`config.mk`:
```
export PLATFORM = sky130hd
export DESIGN_NAME = dot_mem_reader
export DESIGN_NICKNAME = d
export VERILOG_FILES = /design/src/rtl/dot_mem_reader.sv
export SDC_FILE = /design/constraint.sdc
export NUM_CORES = 1
export LEC_CHECK = 0
export ABC_AREA = 1
export BUFFER_PORTS_ARGS = -buffer_cell sky130_fd_sc_hd__buf_4
export CORE_MARGIN = 2
export CORE_UTILIZATION = 50
export DETAILED_ROUTE_END_ITERATION = 8
export GPL_ROUTABILITY_DRIVEN = 0
export PLACE_DENSITY_LB_ADDON = 0.2
export SLEW_MARGIN = 40
export SYNTH_ARGS = -nofsm -noshare
export SYNTH_HDL_FRONTEND = slang
export SYNTH_SLANG_ARGS = --single-unit
```
`constraint.sdc`:
```
create_clock -name clk -period 9.5 [get_ports clk]
set_clock_uncertainty 0.2 [all_clocks]
set_input_delay 0.95 -clock clk [delete_from_list [all_inputs] [get_ports clk]]
set_output_delay 0.95 -clock clk [all_outputs]
set_load 0.02 [all_outputs]
```
`src/rtl/dot_mem_reader.sv`:
```
// Streams N element pairs from two 1-cycle-latency memories in lockstep and
// multiply-accumulates them, then holds the unsigned dot product until it is accepted.
module dot_mem_reader #(
  parameter int DATA_WIDTH = 8,
  parameter int ADDR_WIDTH = 4,
  parameter int LEN_WIDTH  = ADDR_WIDTH + 1,
  parameter int ACC_WIDTH  = 2 * DATA_WIDTH + LEN_WIDTH
) (
  input  logic                  clk,
  input  logic                  rst,
  input  logic                  start,
  input  logic [ADDR_WIDTH-1:0] base_a,
  input  logic [ADDR_WIDTH-1:0] base_b,
  input  logic [LEN_WIDTH-1:0]  length,
  output logic                  busy,
  output logic                  rd_en_a,
  output logic [ADDR_WIDTH-1:0] rd_addr_a,
  input  logic [DATA_WIDTH-1:0] rd_data_a,
  output logic                  rd_en_b,
  output logic [ADDR_WIDTH-1:0] rd_addr_b,
  input  logic [DATA_WIDTH-1:0] rd_data_b,
  output logic [ACC_WIDTH-1:0]  result,
  output logic                  result_valid,
  input  logic                  result_ready
);

  localparam logic [1:0] IDLE  = 2'd0;
  localparam logic [1:0] READ  = 2'd1;
  localparam logic [1:0] DRAIN = 2'd2;
  localparam logic [1:0] DONE  = 2'd3;

  localparam logic [ADDR_WIDTH-1:0] ADDR_ONE = 1;
  localparam logic [LEN_WIDTH-1:0]  LEN_ONE  = 1;
  localparam logic [LEN_WIDTH-1:0]  LEN_ZERO = '0;

  logic [1:0]              state;
  logic [LEN_WIDTH-1:0]    len_q;
  logic [LEN_WIDTH-1:0]    issued;
  logic                    rd_en;
  logic                    pend;
  logic [ACC_WIDTH-1:0]    acc;
  logic [2*DATA_WIDTH-1:0] prod;

  assign busy    = (state != IDLE);
  assign rd_en_a = rd_en;
  assign rd_en_b = rd_en;
  assign result  = acc;

  assign prod = {{DATA_WIDTH{1'b0}}, rd_data_a} * {{DATA_WIDTH{1'b0}}, rd_data_b};

  // pend trails rd_en by one cycle, marking the cycle in which read data is on the bus.
  always_ff @(posedge clk or posedge rst) begin
    if (rst) begin
      state        <= IDLE;
      len_q        <= '0;
      issued       <= '0;
      rd_en        <= 1'b0;
      rd_addr_a    <= '0;
      rd_addr_b    <= '0;
      pend         <= 1'b0;
      acc          <= '0;
      result_valid <= 1'b0;
    end else begin
      pend <= rd_en;
      if (pend) begin
        acc <= acc + {{(ACC_WIDTH-2*DATA_WIDTH){1'b0}}, prod};
      end
      case (state)
        IDLE: begin
          if (start) begin
            len_q <= length;
            acc   <= '0;
            if (length != LEN_ZERO) begin
              state     <= READ;
              rd_en     <= 1'b1;
              rd_addr_a <= base_a;
              rd_addr_b <= base_b;
              issued    <= LEN_ONE;
            end else begin
              state        <= DONE;
              result_valid <= 1'b1;
            end
          end
        end
        READ: begin
          if (issued == len_q) begin
            rd_en <= 1'b0;
            state <= DRAIN;
          end else begin
            rd_addr_a <= rd_addr_a + ADDR_ONE;
            rd_addr_b <= rd_addr_b + ADDR_ONE;
            issued    <= issued + LEN_ONE;
          end
        end
        DRAIN: begin
          state        <= DONE;
          result_valid <= 1'b1;
        end
        DONE: begin
          if (result_ready) begin
            state        <= IDLE;
            result_valid <= 1'b0;
          end
        end
        default: state <= IDLE;
      endcase
    end
  end

endmodule

```
* Yosys cells after proc, flatten, opt, wreduce, memory -nomap -nowiden
Index checks and enable logic that the tools add are counted.
** Operators by class
- Equal/unequal tests :: 10
- Multiply operators :: 1
- Muxes and demuxes :: 28
- Reductions and logical operators :: 10
- $add $sub $neg :: 4
** Operator list (count)
- $mux 21 :: 3
- $mux 4 :: 6
- $add 21x16->21 :: 1
- $mul 8x8->16 :: 1
- $pmux 4 s2 :: 2
- $mux 5 :: 3
- $ne 2x2->1 const B :: 6
- $reduce_and 4->1 :: 3
- $pmux 5 s2 :: 1
- $add 4x1->4 const B :: 2
- $mux 2 :: 4
- $pmux 2 s4 :: 1
- $mux 1 :: 6
- $add 5x1->5 const B :: 1
- $eq 5x5->1 :: 1
- $reduce_bool 5->1 :: 1
- $eq 2x2->1 const B :: 2
- $reduce_bool 2->1 :: 2
- $pmux 1 s3 :: 1
- $reduce_and 3->1 :: 1
- $reduce_bool 3->1 :: 1
- $eq 2x1->1 const B :: 1
- $logic_not 2->1 :: 1
- $pmux 1 s2 :: 1
- $reduce_and 2->1 :: 1
** Word-level totals
- Input bits :: 33
- Register bits :: 44
- Logic and storage cells :: 62
- Output and inout port bits :: 33

* Longest topological paths before layout
- Depth in word-level cells :: 5
- Gate-level depth with buffers :: 23
- Gate-level depth less buffers :: 22

* Least setup slack after synthesis
No wires, ideal clock.
- Path kind :: input -> register
- From :: in rd_data_b[4]
- To :: reg acc[14] (netlist: result[14])
- Arrival :: 4547 ps
- Cell stages on the path :: 20
- Library setup time :: 117 ps
- Slack :: 4636 ps
- Path buffers :: 1
- Path through :: clkbuf_1 nand2_1 fa_1 inv_1 fa_1 fa_1 inv_1 fa_1 inv_1 ha_1 nand2_1 inv_1 a21oi_1 nand2_1 nand2_1 nand2_1 nand2_1 nand2_1 o21ai_1 inv_1
** On the way
- Word-level cells in the longest chain between the ends :: 5
** RTL lines
- from (decl) :: RTL line 21 : input logic [DATA_WIDTH-1:0] rd_data_b,
- $mul 8x8->16 (*) :: RTL line 49 : assign prod = {{DATA_WIDTH{1'b0}}, rd_data_a} * {{DATA_WIDTH{1'b0}}, rd_data_b};
- $add 21x16->21 (*) :: RTL line 66 : acc <= acc + {{(ACC_WIDTH-2*DATA_WIDTH){1'b0}}, prod};
- $mux 21 (*) :: RTL line 65 : if (pend) begin
- $mux 21 :: RTL line 70 : if (start) begin
- $mux 21 (*) :: RTL line 68 : case (state)
- to (signal assigned) :: RTL line 66
- to (decl) :: RTL line 41 : logic [ACC_WIDTH-1:0] acc;
Every way passes the cells marked *; elsewhere a longest branch is shown, timed or not.
A chain may end at the register's enable or synchronous reset.

* Final worst setup path
- From :: in rd_data_a[1]
- To :: reg acc[14] (netlist: result[14])
** On the way
- Word-level cells in the longest chain between the ends :: 5
** RTL lines
- from (decl) :: RTL line 18 : input logic [DATA_WIDTH-1:0] rd_data_a,
- $mul 8x8->16 (*) :: RTL line 49
- $add 21x16->21 (*) :: RTL line 66
- $mux 21 (*) :: RTL line 65
- $mux 21 :: RTL line 70
- $mux 21 (*) :: RTL line 68
Marks and branches as above.

==> results.cfg <==
[sta]
fin_setup_tns_ps = 0
fmax_mhz = 211.2
finalCritPeriodShare = 0.4984
slew_violations = 0
relSlewSlack = 0.6207
worst_pin_slew_ps = 569.0
period_minus_slack_ps = 4735
holdWs_ps = 246.6
finalHoldViolations = 0
finalSetupViolations = 0
grt_setup_unrepaired = no

[floorplanning]
die_h_um = 105.9
start_util = 0.5095
die_width_um = 105.9
ios = 66
core_mm2 = 0.01018
fp.dieArea_mm2 = 0.01121
rows = 37

[cells_and_area]
most-common-layout-cells = inv_1, nand2_1, buf_4
n_antenna_cell = 0
drive_gt1_frac = 0.1201
nFillCells = 985
final_common_cell = inv_1
nets = 896
area_delta_synth_final_pct = 12.80

[detailed_routing]
drt-initial-drc-count = 215
vias = 4384
wirelength_mm = 11.23
firstDrtPassIters = 6
drcViolationCount = 0
postRouteAntennaNets = 0
via_per_inst = 4.860
detail_route.wl_per_cell_um = 12.44

[clock_network]
path_clk_slew_ps = 100
cts_hold_buf = 0
cts_max_level = 2
cts_made_buffers = 5
cts_sinks = 44
cts_tree = done
postCtsSetupBuffers = 0
cts_max_path_buffers = 2
insertion_delay_ps = 320
clock-root-buffer = clkbuf_8
post_cts_resized = 0

[yosys]
avgSynthCellArea_um2 = 7.207
yosys_warnings = 0
synth_area_leaders = dfrtp_1, fa_1, inv_1
synthFlopType = dfrtp_1
synth_edf_count = 0
ys_ff_latch = 44
mappedNetlistArea_mm2 = 0.005189
syn-num-nets = 851
async_flop_share = 1.000
synth.largest_area_cell = dfrtp_1
synth_cell_types = 30
ys_seq_area_frac = 0.2122
synth_top_cell_area_share = 0.2122
syn_inst = 720

[critical_path]
crit_required_ps = 9520
worstPathMaxFanout = 8
crit_path_start_kind = input port
crit_path_end_kind = register
critPathKind = input port to register
arrival_ps = 4760

[global_routing]
antenna_found_initial = 0
overflow = 0
grtUsageTotal = 0.2199
grt_pass1_wl_mm = 20.07
grt_max_degree = 45
grt_pass1_vias = 4527

[placement]
dpl.hpwl_mm = 9.003
port_buffers = 65

[flow_run]
maxCapViolCount = 0

[worst_hold_path]
worstHoldPathType = register to register

[run_status]
status = finished, final reports clean
[registers in the layout, indices dropped and copies added, names as in the netlist]
| register | flops |
|---|---|
| rd_addr_a | 4 |
| len_q | 5 |
| rd_en_a | 1 |
| state | 2 |
| rd_addr_b | 4 |
| result_valid | 1 |
| pend | 1 |
| issued | 5 |
| result | 21 |
[area by class of cell]
class	count	area, µm²	share of cell area
flip-flops and latches	44	1102	0.1883
inverters	186	700.7	0.1197
clock buffers	6	82.58	0.01411
clock inverters	2	38.79	0.006627
multi-input cells	462	3263	0.5575
well taps	136	170.2	0.02907
repair buffers	66	495.5	0.08465
[stage by stage]
| stage | std cells | util | area (µm²) | setup slack, ps |
|---|---|---|---|---|
| after floorplan | 720 | - | 5189 | 4636 |
| after global placement | 894 | 0.5624 | 5728 | 4443 |
| after detailed placement | 894 | 0.5628 | 5732 | 4441 |
| after CTS | 902 | 0.5747 | 5853 | 4764 |
| after global routing | 902 | 0.5747 | 5853 | 4519 |
| final | 902 | 0.5747 | 5853 | 4765 |
[final timing paths]
kind,to,start,slack [ps],depth (start not counted)
max,result[14],rd_data_a[1],4760,20
min,pend,rd_en_a,250,0
max reg2reg,result[17],result[6],5260,19
min reg2reg,pend,rd_en_a,250,0
max in group asynchronous,pend,rst,8190,2
min in group asynchronous,result[14],rst,490,2
[cell usage after synthesis, types with 2 or more instances]
cell	count
nand3_1	46
a21oi_1	26
buf_4	3
nor2_1	42
o21ai_1	4
or2_2	6
xnor2_1	2
inv_1	184
buf_1	2
nand2_4	3
fa_1	50
buf_2	2
a21oi_2	2
xor2_1	9
inv_2	2
clkbuf_1	20
nor3_1	2
o211ai_1	6
ha_1	48
nand4_1	5
nand2_1	181
o21ai_0	24
dfrtp_1	44
[worst max-delay path: stages]
cell	delay (ps)
buf_4	150
nand2_1	70
inv_1	50
fa_1	510
fa_1	540
fa_1	560
inv_1	60
fa_1	530
inv_1	40
ha_1	350
nand2_1	150
inv_1	60
a21oi_1	180
nand2_1	120
nand2_1	70
nand2_1	70
nand2_1	60
nand2_1	40
o21ai_1	130
inv_1	50
[kinds of logic (layout without fill, tap and decap cells)]
group | after synthesis | after routing | synth area share
and+or+nand+nor | 288 | 288 | 0.2320
buffers and inverters | 214 | 260 | 0.1589
adders and majority gates | 98 | 98 | 0.3087
AOI/OAI and AO/OA | 65 | 65 | 0.06969
DFF | 44 | 44 | 0.2122
xor gates and xnor gates | 11 | 11 | 0.01857
[per-layer routing]
layer / share of wire / vias up / global-route usage
met5: 0 / - / 0
met4: 0.019 / 0 / 0.07801
met3: 0.041 / 21 / 0.02783
met2: 0.50 / 104 / 0.3871
met1: 0.44 / 2030 / 0.2778
li1: - / 2229 / -
Power is left out: the tool's default activity adds up to more than one toggle a clock period on the data nets, which glitch-free logic cannot reach.
